## src/rtl/ro_freq_monitor.sv

```systemverilog
`default_nettype none
// ============================================================================
// Module   : ro_freq_monitor
// Brief    : Counts synchronised ring-oscillator rising edges per gate window
//            and raises a debounced fail when the count is below fro_min.
// Revision : 1.0 - initial release
// ============================================================================
module ro_freq_monitor #(
    parameter int WIDTH       = 8,
    parameter int GATE_CYCLES = 256,
    parameter int FAIL_COUNT  = 2,
    parameter int PASS_COUNT  = 2,
    parameter int SYNC_STAGES = 2
) (
    input  logic             main_clock,
    input  logic             main_reset,
    input  logic             ro_external,
    input  logic             enable,
    input  logic [WIDTH-1:0] fro_min,
    output logic [WIDTH-1:0] count,
    output logic             count_valid,
    output logic             fail
);

    localparam int GW = $clog2(GATE_CYCLES);
    localparam int FW = $clog2(FAIL_COUNT + 1);
    localparam int PW = $clog2(PASS_COUNT + 1);

    localparam logic [1:0] S_IDLE    = 2'd0;
    localparam logic [1:0] S_MEASURE = 2'd1;
    localparam logic [1:0] S_EVAL    = 2'd2;

    localparam logic [GW-1:0]    C_GATE_LAST = GW'(GATE_CYCLES - 1);
    localparam logic [WIDTH-1:0] C_CNT_MAX   = '1;
    localparam logic [FW-1:0]    C_FAIL_LAST = FW'(FAIL_COUNT - 1);
    localparam logic [PW-1:0]    C_PASS_LAST = PW'(PASS_COUNT - 1);

    logic [1:0]             r_state;
    logic [1:0]             w_state_next;
    logic [SYNC_STAGES-1:0] r_sync;
    logic                   r_sync_prev;
    logic [GW-1:0]          r_gate_cnt;
    logic [WIDTH-1:0]       r_edge_cnt;
    logic [FW-1:0]          r_low_streak;
    logic [PW-1:0]          r_ok_streak;
    logic                   w_edge;
    logic                   w_measure;
    logic                   w_win_end;
    logic                   w_abort;
    logic [WIDTH-1:0]       w_edge_final;
    logic                   w_low;

    // r_sync_prev holds the last stage one cycle back so w_edge is a clean rising-edge pulse
    always_ff @(posedge main_clock or posedge main_reset) begin
        if (main_reset) begin
            r_sync      <= '0;
            r_sync_prev <= 1'b0;
        end else begin
            r_sync      <= {r_sync[SYNC_STAGES-2:0], ro_external};
            r_sync_prev <= r_sync[SYNC_STAGES-1];
        end
    end

    assign w_edge = r_sync[SYNC_STAGES-1] & ~r_sync_prev;

    always_ff @(posedge main_clock or posedge main_reset) begin
        if (main_reset) begin
            r_state <= S_IDLE;
        end else begin
            r_state <= w_state_next;
        end
    end

    always_comb begin
        w_state_next = r_state;
        case (r_state)
            S_IDLE: begin
                if (enable) w_state_next = S_MEASURE;
            end
            S_MEASURE: begin
                if (r_gate_cnt == C_GATE_LAST) w_state_next = S_EVAL;
                else if (!enable)              w_state_next = S_IDLE;
            end
            S_EVAL: begin
                w_state_next = enable ? S_MEASURE : S_IDLE;
            end
            default: w_state_next = S_IDLE;
        endcase
    end

    // A window in its final gate cycle completes even if enable has dropped
    always_comb begin
        w_measure = 1'b0;
        w_win_end = 1'b0;
        w_abort   = 1'b0;
        if (r_state == S_MEASURE) begin
            w_measure = 1'b1;
            w_win_end = (r_gate_cnt == C_GATE_LAST);
            w_abort   = (r_gate_cnt != C_GATE_LAST) && !enable;
        end
    end

    assign w_edge_final = (r_edge_cnt == C_CNT_MAX) ? C_CNT_MAX : r_edge_cnt + WIDTH'(w_edge);
    assign w_low        = (w_edge_final < fro_min);

    always_ff @(posedge main_clock or posedge main_reset) begin
        if (main_reset) begin
            r_gate_cnt <= '0;
            r_edge_cnt <= '0;
        end else if (w_measure) begin
            r_gate_cnt <= r_gate_cnt + 1'b1;
            r_edge_cnt <= w_edge_final;
        end else begin
            r_gate_cnt <= '0;
            r_edge_cnt <= '0;
        end
    end

    always_ff @(posedge main_clock or posedge main_reset) begin
        if (main_reset) begin
            count       <= '0;
            count_valid <= 1'b0;
        end else begin
            count_valid <= w_win_end;
            if (w_win_end) count <= w_edge_final;
        end
    end

    // Streaks only ever reach the threshold minus one: hitting it flips fail and clears both
    always_ff @(posedge main_clock or posedge main_reset) begin
        if (main_reset) begin
            fail         <= 1'b0;
            r_low_streak <= '0;
            r_ok_streak  <= '0;
        end else if (w_win_end) begin
            if (!fail) begin
                if (w_low) begin
                    if (r_low_streak == C_FAIL_LAST) begin
                        fail         <= 1'b1;
                        r_low_streak <= '0;
                        r_ok_streak  <= '0;
                    end else begin
                        r_low_streak <= r_low_streak + 1'b1;
                    end
                end else begin
                    r_low_streak <= '0;
                end
            end else begin
                if (!w_low) begin
                    if (r_ok_streak == C_PASS_LAST) begin
                        fail         <= 1'b0;
                        r_low_streak <= '0;
                        r_ok_streak  <= '0;
                    end else begin
                        r_ok_streak <= r_ok_streak + 1'b1;
                    end
                end else begin
                    r_ok_streak <= '0;
                end
            end
        end else if (w_abort) begin
            r_low_streak <= '0;
            r_ok_streak  <= '0;
        end
    end

endmodule
`default_nettype wire
```

## config.mk

```make
export PLATFORM = sky130hd
export DESIGN_NAME = ro_freq_monitor
export DESIGN_NICKNAME = d
export VERILOG_FILES = /design/src/rtl/ro_freq_monitor.sv
export SDC_FILE = /design/constraint.sdc
export NUM_CORES = 1
export LEC_CHECK = 0
export BUFFER_PORTS_ARGS = -buffer_cell sky130_fd_sc_hd__buf_2
export CORE_MARGIN = 8
export CORE_UTILIZATION = 30
export DETAILED_ROUTE_END_ITERATION = 10
export SLEW_MARGIN = 20
export SYNTH_ARGS = -nofsm -noshare
export SYNTH_HDL_FRONTEND = slang
export SYNTH_SLANG_ARGS = --single-unit
```

## constraint.sdc

```tcl
create_clock -name main_clock -period 2.5 [get_ports main_clock]
set_input_delay 0.25 -clock main_clock [delete_from_list [all_inputs] [get_ports main_clock]]
set_output_delay 0.25 -clock main_clock [all_outputs]
set_load 0.02 [all_outputs]
```

==> metrics.md, run 1 <==
| Metric | Value |
|---|---|
| Synth Flop Type | `dfrtp_1` |
| Clk slew on worst S/H paths | `0.07 ns` |
| Initial antenna violation count | `0` |
| DP Area | `approximately 2100 sq um` |
| Final Util | `38.6%` |
| Mux contribution to synthesized area | `0.633%` |
| Num rows | `28` |
| Reg2reg end | `r_ok_streak[1]$_DFFE_PP0P_` |
| Clock buffer depth | `2` |
| Relative slew slack | `between 70% and 80%` |
| Fin. max-slew vios | `0` |
| Post-layout minimum cycle time | `2.54 ns` |
| Initial drt markers | `48` |
| Fill cell count | `roughly 590` |
| Syn Std Cell Area | `1780 sq um` |
| Final critical-path setup slack | `-0.0412 ns` |
| I/O Pins | `22` |
| FFs w/ async S/R, synth | `100%` |
| Power Total | `around 1.2 mW` |
| Number of CTS-inserted buffers | `5` |
| Root Buffer | `clkbuf_8` |
| Max VDD drop | `0.000289 V` |
| Initial core utilization | `30.6%` |
| Adder-Cell Fraction of Synth Area | `7.04%` |
| DRC Markers | `0` |
| CP Launch Type | `flip-flop` |
| Required time worst endpoint | `2.67 ns` |
| Seq/Total Area, Yosys | `about half` |
| Simple-Gate Fraction of Synth Area | `a little over a fifth` |
| Arr. time, crit path | `around 2.7 ns` |
| Final setup violation count | `1` |
| Unique cell type count in the Yosys netlist | `41` |
| Routed WL | `3.70 mm` |
| Status | `finished with violations` |
| Kind of critical path | `flip-flop to flip-flop` |
| EDFF count, synth | `0` |
| Area delta synth->final | `26.2%` |
| Later-pin clock latency in the skew report | `0.29 ns` |
| Yosys warning total | `0` |
| DR pass1 iterations | `4` |
| Core Area | `approximately 5800 sq um` |
| WL per Instance | `about 12 microns` |
| Die span in y | `93.0 microns` |
| Setup tns final | `-0.0412 ns` |
| CTS tree | `done` |
| Vias/cell | `4.61` |
| Worst Setup End Kind | `flip-flop` |
| DP HPWL | `2.70 mm` |
| Peak Freq | `394 MHz` |
| Nets | `243` |
| Skew final | `between 0.009 and 0.01 ns` |
| Worst R2R Setup Slack | `-0.04 ns` |
| Largest net degree at the start of global routing | `36` |
| Post-Syn Nets | `207` |
| Worst hold path class | `input pin to asynchronous set/reset pin` |
| Die width | `93.0 microns` |
| Full die area | `8650 sq um` |
| Vias | `1,368` |
| RSZ-0062 raised after global routing | `yes` |
| Failing checks | `negative setup slack` |
| Sink Count | `35` |
| Post-synthesis cell count | `185` |
| Routed Antenna Nets | `0` |
| Global-route wire length before repair | `6.44 mm` |
| R2r startpoint | `r_sync_prev$_DFF_PP0_` |
| Yosys reg bits | `35` |
| GRT overflow | `0` |
| Hold Vio Cnt, Final | `0` |
| Worst slew pin tran | `0.446 ns` |
| Reg2reg path depth | `13` |
| Port Buffer Count | `21` |
| Maxcap violations | `0` |
| Main combinational cell family by area after synthesis | `simple AND/OR/NAND/NOR gates` |
| H-tree depth | `2` |
| Leak | `1.14 nW` |
| Fin crit share | `102%` |
| GRT Util Overall | `9.47%` |
| Post-route cell area | `2240 sq um` |
| Synth Area per Inst | `9.61 sq um` |
| Antenna Cells | `0` |
| Vias in the first global route | `1,405` |
| Layout cells sized above 1 | `28.4%` |
| Xor and xnor area share after synthesis | `4.43%` |
| Place WS | `-0.137 ns` |
| Final Wtd Congestion | `0.812` |
| Synth Area in Compound Gates | `11.5%` |
| Pwr/cell area | `approximately 520 nW/um^2` |
| Crit path max fanout | `5` |
## worst max-delay path, stage by stage, from the launching register on
cell	delay [ns]
dfrtp_1	0.36
nor2b_1	0.12
ha_2	0.22
and2_4	0.16
nand4_1	0.11
xnor2_1	0.14
nor2_1	0.13
inv_1	0.10
ha_4	0.24
a21oi_2	0.12
o21ai_2	0.08
a211oi_4	0.31
a2111oi_2	0.07
o31a_1	0.26
## registers in the layout (all words and copies together), names as in the netlist, 2 cells and up
signal	cells
r_sync	2
r_low_streak	2
r_state	2
count	8
r_ok_streak	2
r_gate_cnt	8
r_edge_cnt	8
## cell type report
type / instances / area, sq um / share of cell area (%)
Tap cell: 75 / 93.8 / 4.18
Timing Repair Buffer: 35 / 210 / 9.37
Clock inverter: 2 / 35.0 / 1.56
Inverter: 18 / 67.6 / 3.01
Clock buffer: 6 / 82.6 / 3.68
Multi-Input combinational cell: 126 / 878 / 39.2
Sequential cell: 35 / 876 / 39.0
## synthesized netlist by cell type (4+ instances only)
library cell | n | area, sq um
nand3_1 | 8 | 40.0
ha_1 | 10 | 125
o21ai_0 | 5 | 25.0
buf_2 | 4 | 20.0
xor2_1 | 5 | 43.8
xnor2_1 | 4 | 35.0
nand2_1 | 9 | 33.8
a21oi_1 | 15 | 75.1
inv_1 | 18 | 67.6
dfrtp_1 | 35 | 876
nor2_1 | 32 | 120
## per-layer routing
layer | vias to the layer above | wire (microns) | track usage, %
met4 | 0 | 44 | 3.49
met5 | - | 0 | 0
met2 | 18 | 1740 | 15.0
met1 | 649 | 1730 | 11.1
met3 | 5 | 179 | 4.09
li1 | 696 | - | -
## through the flow
step           hold WS (ns)  cells
2_1_floorplan         0.281    185
3_3_place_gp          0.343    287
3_5_place_dp          0.352    287
4_1_cts              0.0567    297
5_1_grt              0.0572    297
6_report             0.0489    297
## cells in the final DEF, fill, tap and decap left out, types with 2 or more instances in the layout
cell type and n:
a21oi_1 12, a21oi_2 3, and3_1 3, and3_2 2, buf_2 21, buf_4 14
clkbuf_8 6, dfrtp_1 35, ha_1 6, ha_4 3, inv_1 18, nand2_1 9
nand2b_1 3, nand3_1 8, nand4_1 3, nor2_1 32, nor2b_1 3, o21ai_0 3
or3_1 2, xnor2_1 4, xor2_1 5
## what timing repair did
| item | in CTS | in global routing |
|---|---|---|
| resized for setup | 10 | 2 |
| pin swaps | 7 | 3 |
| hold buffers | 0 | 0 |
| setup buffers | 2 | 0 |
| setup endpoints to repair | 4 | 5 |
## power breakdown
group	switching, mW	internal (mW)
registers	0.00773	0.575
logic	0.0402	0.0272
clock network	0.204	0.323
## cells by family (layout without fill, tap and decap cells)
group | Yosys count | count (layout)
adder cells (fa/ha/maj) | 10 | 10
buffers and inverters | 24 | 61
AND/OR/NAND/NOR | 76 | 76
AO/OA/AOI/OAI | 30 | 30
multiplexers | 1 | 1
XOR/XNOR | 9 | 9
flip-flops | 35 | 35
## how the worst max path moves through the flow
| stage | end | slack [ns] | cells past startpoint | startpoint |
|---|---|---|---|---|
| 2_1_floorplan | r_ok_streak[1]$_DFFE_PP0P_ | 0.05 | 13 | r_sync[1]$_DFF_PP0_ |
| 3_3_place_gp | r_ok_streak[1]$_DFFE_PP0P_ | -0.11 | 13 | r_sync_prev$_DFF_PP0_ |
| 3_5_place_dp | r_ok_streak[1]$_DFFE_PP0P_ | -0.14 | 13 | r_sync_prev$_DFF_PP0_ |
| 4_1_cts | r_ok_streak[1]$_DFFE_PP0P_ | -0.04 | 13 | r_sync_prev$_DFF_PP0_ |
| 5_1_grt | r_ok_streak[1]$_DFFE_PP0P_ | -0.21 | 13 | r_sync_prev$_DFF_PP0_ |
| 6_report | r_ok_streak[1]$_DFFE_PP0P_ | -0.04 | 13 | r_sync_prev$_DFF_PP0_ |
Power figures use the tool's default switching activity.
==> run 2, diff against run 1 <==
--- a/config.mk
+++ b/config.mk
@@ -6,9 +6,9 @@
 export NUM_CORES = 1
 export LEC_CHECK = 0
 export BUFFER_PORTS_ARGS = -buffer_cell sky130_fd_sc_hd__buf_2
-export CORE_MARGIN = 8
 export CORE_UTILIZATION = 30
 export DETAILED_ROUTE_END_ITERATION = 10
+export PLACE_DENSITY = 0.56
 export SLEW_MARGIN = 20
 export SYNTH_ARGS = -nofsm -noshare
 export SYNTH_HDL_FRONTEND = slang
==> run 2 against run 1 <==
The run now ends clean. Sequential power about the same. First-iteration DRC count down 17%. Wire length up 0.41%. Critical path depth unchanged. Utilization up 1.4 points. Register-to-register slack better by 0.07 ns. Flip-flop and latch count unchanged. Highest routed layer unchanged.
==> metrics.md, run 2 (synthesized netlist as in run 1, its figures left out) <==
| Metric | Value |
|---|---|
| Status | `finished clean` |
| I/O Pins | `22 (unchanged)` |
| Initial core utilization | `31.7% (+1.1 points)` |
| Peak Freq | `405 MHz (+2.9%)` |
| Fin. max-slew vios | `0 (unchanged)` |
| Commonest non-fill, non-tap cell in the layout | `dfrtp_1` |
| Skew final | `0.00313 ns (-0.00686 ns)` |
| Top Registers | `count x8, r_edge_cnt x8, r_gate_cnt x8` |
| Routed Antenna Nets | `0 (unchanged)` |
| Vias | `1,387 (+1.4%)` |
| Switching share of power | `24.1% (+2.8 points)` |
| Post-layout minimum cycle time | `2.47 ns (-0.0708 ns)` |
| H-tree depth | `2 (unchanged)` |
| Final Util | `40.0% (+1.4 points)` |
| DRC Markers | `0 (unchanged)` |
| Largest net degree at the start of global routing | `36 (unchanged)` |
| Routed WL | `3.71 mm (+0.41%)` |
| Full die area | `6240 sq um (-28%)` |
| RSZ-0062 raised after global routing | `yes` |
| Max VDD drop | `0.000306 V (+6.0%)` |
| Layout cells sized above 1 | `30.6% (+2.3 points)` |
| Net load switching power | `0.253 mW (+0.41%)` |
| Combinational Power Share | `6.7% (+1.0 points)` |
| Global-route wire length before repair | `6.27 mm (-2.6%)` |
| Vias/cell | `4.72 (+2.4%)` |
| Nets | `243 (unchanged)` |
| Clock power frac | `37.6% (-7.1 points)` |
| Worst hold path class | `input pin to asynchronous set/reset pin` |
| Core Area | `5610 sq um (-3.6%)` |
| Required time worst endpoint | `2.67 ns (about the same)` |
| Vias in the first global route | `1,366 (-2.8%)` |
| DP HPWL | `2.61 mm (-3.3%)` |
| Initial drt markers | `40 (-17%)` |
| Initial antenna violation count | `0 (unchanged)` |
| Post-cts hold buffer count | `0 (unchanged)` |
| Arr. time, crit path | `2.64 ns (-0.07 ns)` |
| Sink Count | `35 (unchanged)` |
| WL per Instance | `12.6 microns (+1.4%)` |
| Kind of critical path | `flip-flop to flip-flop` |
| Root Buffer | `clkbuf_8` |
| Fin crit share | `98.8% (-2.8 points)` |
| GRT Util Overall | `13.1% (+3.6 points)` |
| Internal | `0.794 mW (-14%)` |
| CTS tree | `done` |
| GRT overflow | `0 (unchanged)` |
| CP Launch Type | `flip-flop` |
| Die span in y | `79.0 microns (-15%)` |
| Leak | `1.13 nW (-0.68%)` |
| Hold Vio Cnt, Final | `0 (unchanged)` |
| Relative slew slack | `60.4% (-9.7 points)` |
| Num rows | `27 (-3.6%)` |
| Later-pin clock latency in the skew report | `0.28 ns (about the same)` |
| Die width | `79.0 microns (-15%)` |
| Clock buffer depth | `2 (unchanged)` |
| DR pass1 iterations | `4 (unchanged)` |
| Pwr/cell area | `466 nW/um^2 (-11%)` |
| Clk slew on worst S/H paths | `0.07 ns (about the same)` |
| Maxcap violations | `0 (unchanged)` |
| Final Wtd Congestion | `0.800 (-1.5%)` |
| Area delta synth->final | `26.2% (unchanged)` |
| Crit path max fanout | `4 (-1)` |
| Antenna Cells | `0 (unchanged)` |
| Worst slew pin tran | `0.590 ns (+0.144 ns)` |
| Port Buffer Count | `21 (unchanged)` |
| Register share of total power | `55.7% (+6.2 points)` |
| Most frequent cells in the layout | `35 x dfrtp_1, 31 x nor2_1, 21 x buf_2` |
| Worst Setup End Kind | `flip-flop` |
| Final setup violation count | `0 (-1)` |
| Worst Hold Margin | `0.0544 ns (+0.00551 ns)` |
| Number of CTS-inserted buffers | `5 (unchanged)` |
[run 2: cell count changes in the layout (fill, tap and decap cells not counted), sizes merged]
cell,before,now
clkinv,1,3
clkbuf,6,5
bufinv,1,0
[run 2: critical path: stages, from the launching register on]
cell       delay [ns]
dfrtp_1          0.37
nor2b_1          0.12
ha_2             0.21
ha_4             0.16
nand3_1          0.10
nand2_1          0.07
nor3b_2          0.17
inv_1            0.06
ha_1             0.26
nand4_1          0.15
a21oi_2          0.07
a211oi_4         0.30
a2111oi_2        0.06
o31a_1           0.25
[run 2: cell type report]
| class | instances | area, sq um |
|---|---|---|
| Inverter | 18 | 67.6 |
| Clock inverter | 3 | 15.0 |
| Tap cell | 72 | 90.1 |
| Clock buffer | 5 | 68.8 |
| Multi-Input combinational cell | 126 | 912 |
| Timing Repair Buffer | 35 | 214 |
| Sequential cell | 35 | 876 |
| Fill cell | 605 | 3360 |
[run 2: power by group through the flow]
stage	clock [mW]	sequential, mW	combinational, mW
after CTS	0.412	0.583	0.0704
after floorplan	0	0.591	0.0401
after global routing	0.433	0.584	0.0799
after detailed placement	0	0.594	0.0656
final	0.393	0.583	0.0698
after global placement	0	0.594	0.0644
[run 2: stage by stage]
stage	area [sq um]	setup WS [ns]	instances	setup TNS (ns)	power, mW
floorplan	1780	0.0481	185	0	0.631
global placement	2050	-0.101	284	-0.201	0.658
detailed placement	2050	-0.140	284	-0.325	0.659
CTS	2210	-0.00278	293	-0.00278	1.07
global route	2240	-0.175	294	-0.563	1.10
finish	2240	0.0296	294	0	1.05
[run 2: final timing paths]
kind | startpoint | to | depth (start not counted) | slack, ns
max in group asynchronous | main_reset | r_state[0]$_DFFE_PP0P_ | 3 | 2.10
hold reg to reg | r_sync[1]$_DFF_PP0_ | r_sync_prev$_DFF_PP0_ | 0 | 0.37
hold / removal | main_reset | r_gate_cnt[0]$_DFF_PP0_ | 3 | 0.05
setup reg to reg | r_sync_prev$_DFF_PP0_ | r_ok_streak[1]$_DFFE_PP0P_ | 13 | 0.03
setup / recovery | r_sync_prev$_DFF_PP0_ | r_ok_streak[1]$_DFFE_PP0P_ | 13 | 0.03
min in group main_clock | ro_external | r_sync[0]$_DFF_PP0_ | 1 | 0.07
[run 2: metal layers]
metal  vias up  GRT usage [%]  share of wire, %
li1        699              -                 -
met1       667           16.0                46
met2        14           22.2                50
met3         7           3.45               2.6
met4         0           4.36               1.3
met5         -              0                 0
[run 2: what timing repair did]
item                                    4_1_cts  5_1_grt
setup buffers                                 1        1
resized for setup                            12        7
pin swaps                                     9        8
endpoints found under the setup margin        4        5
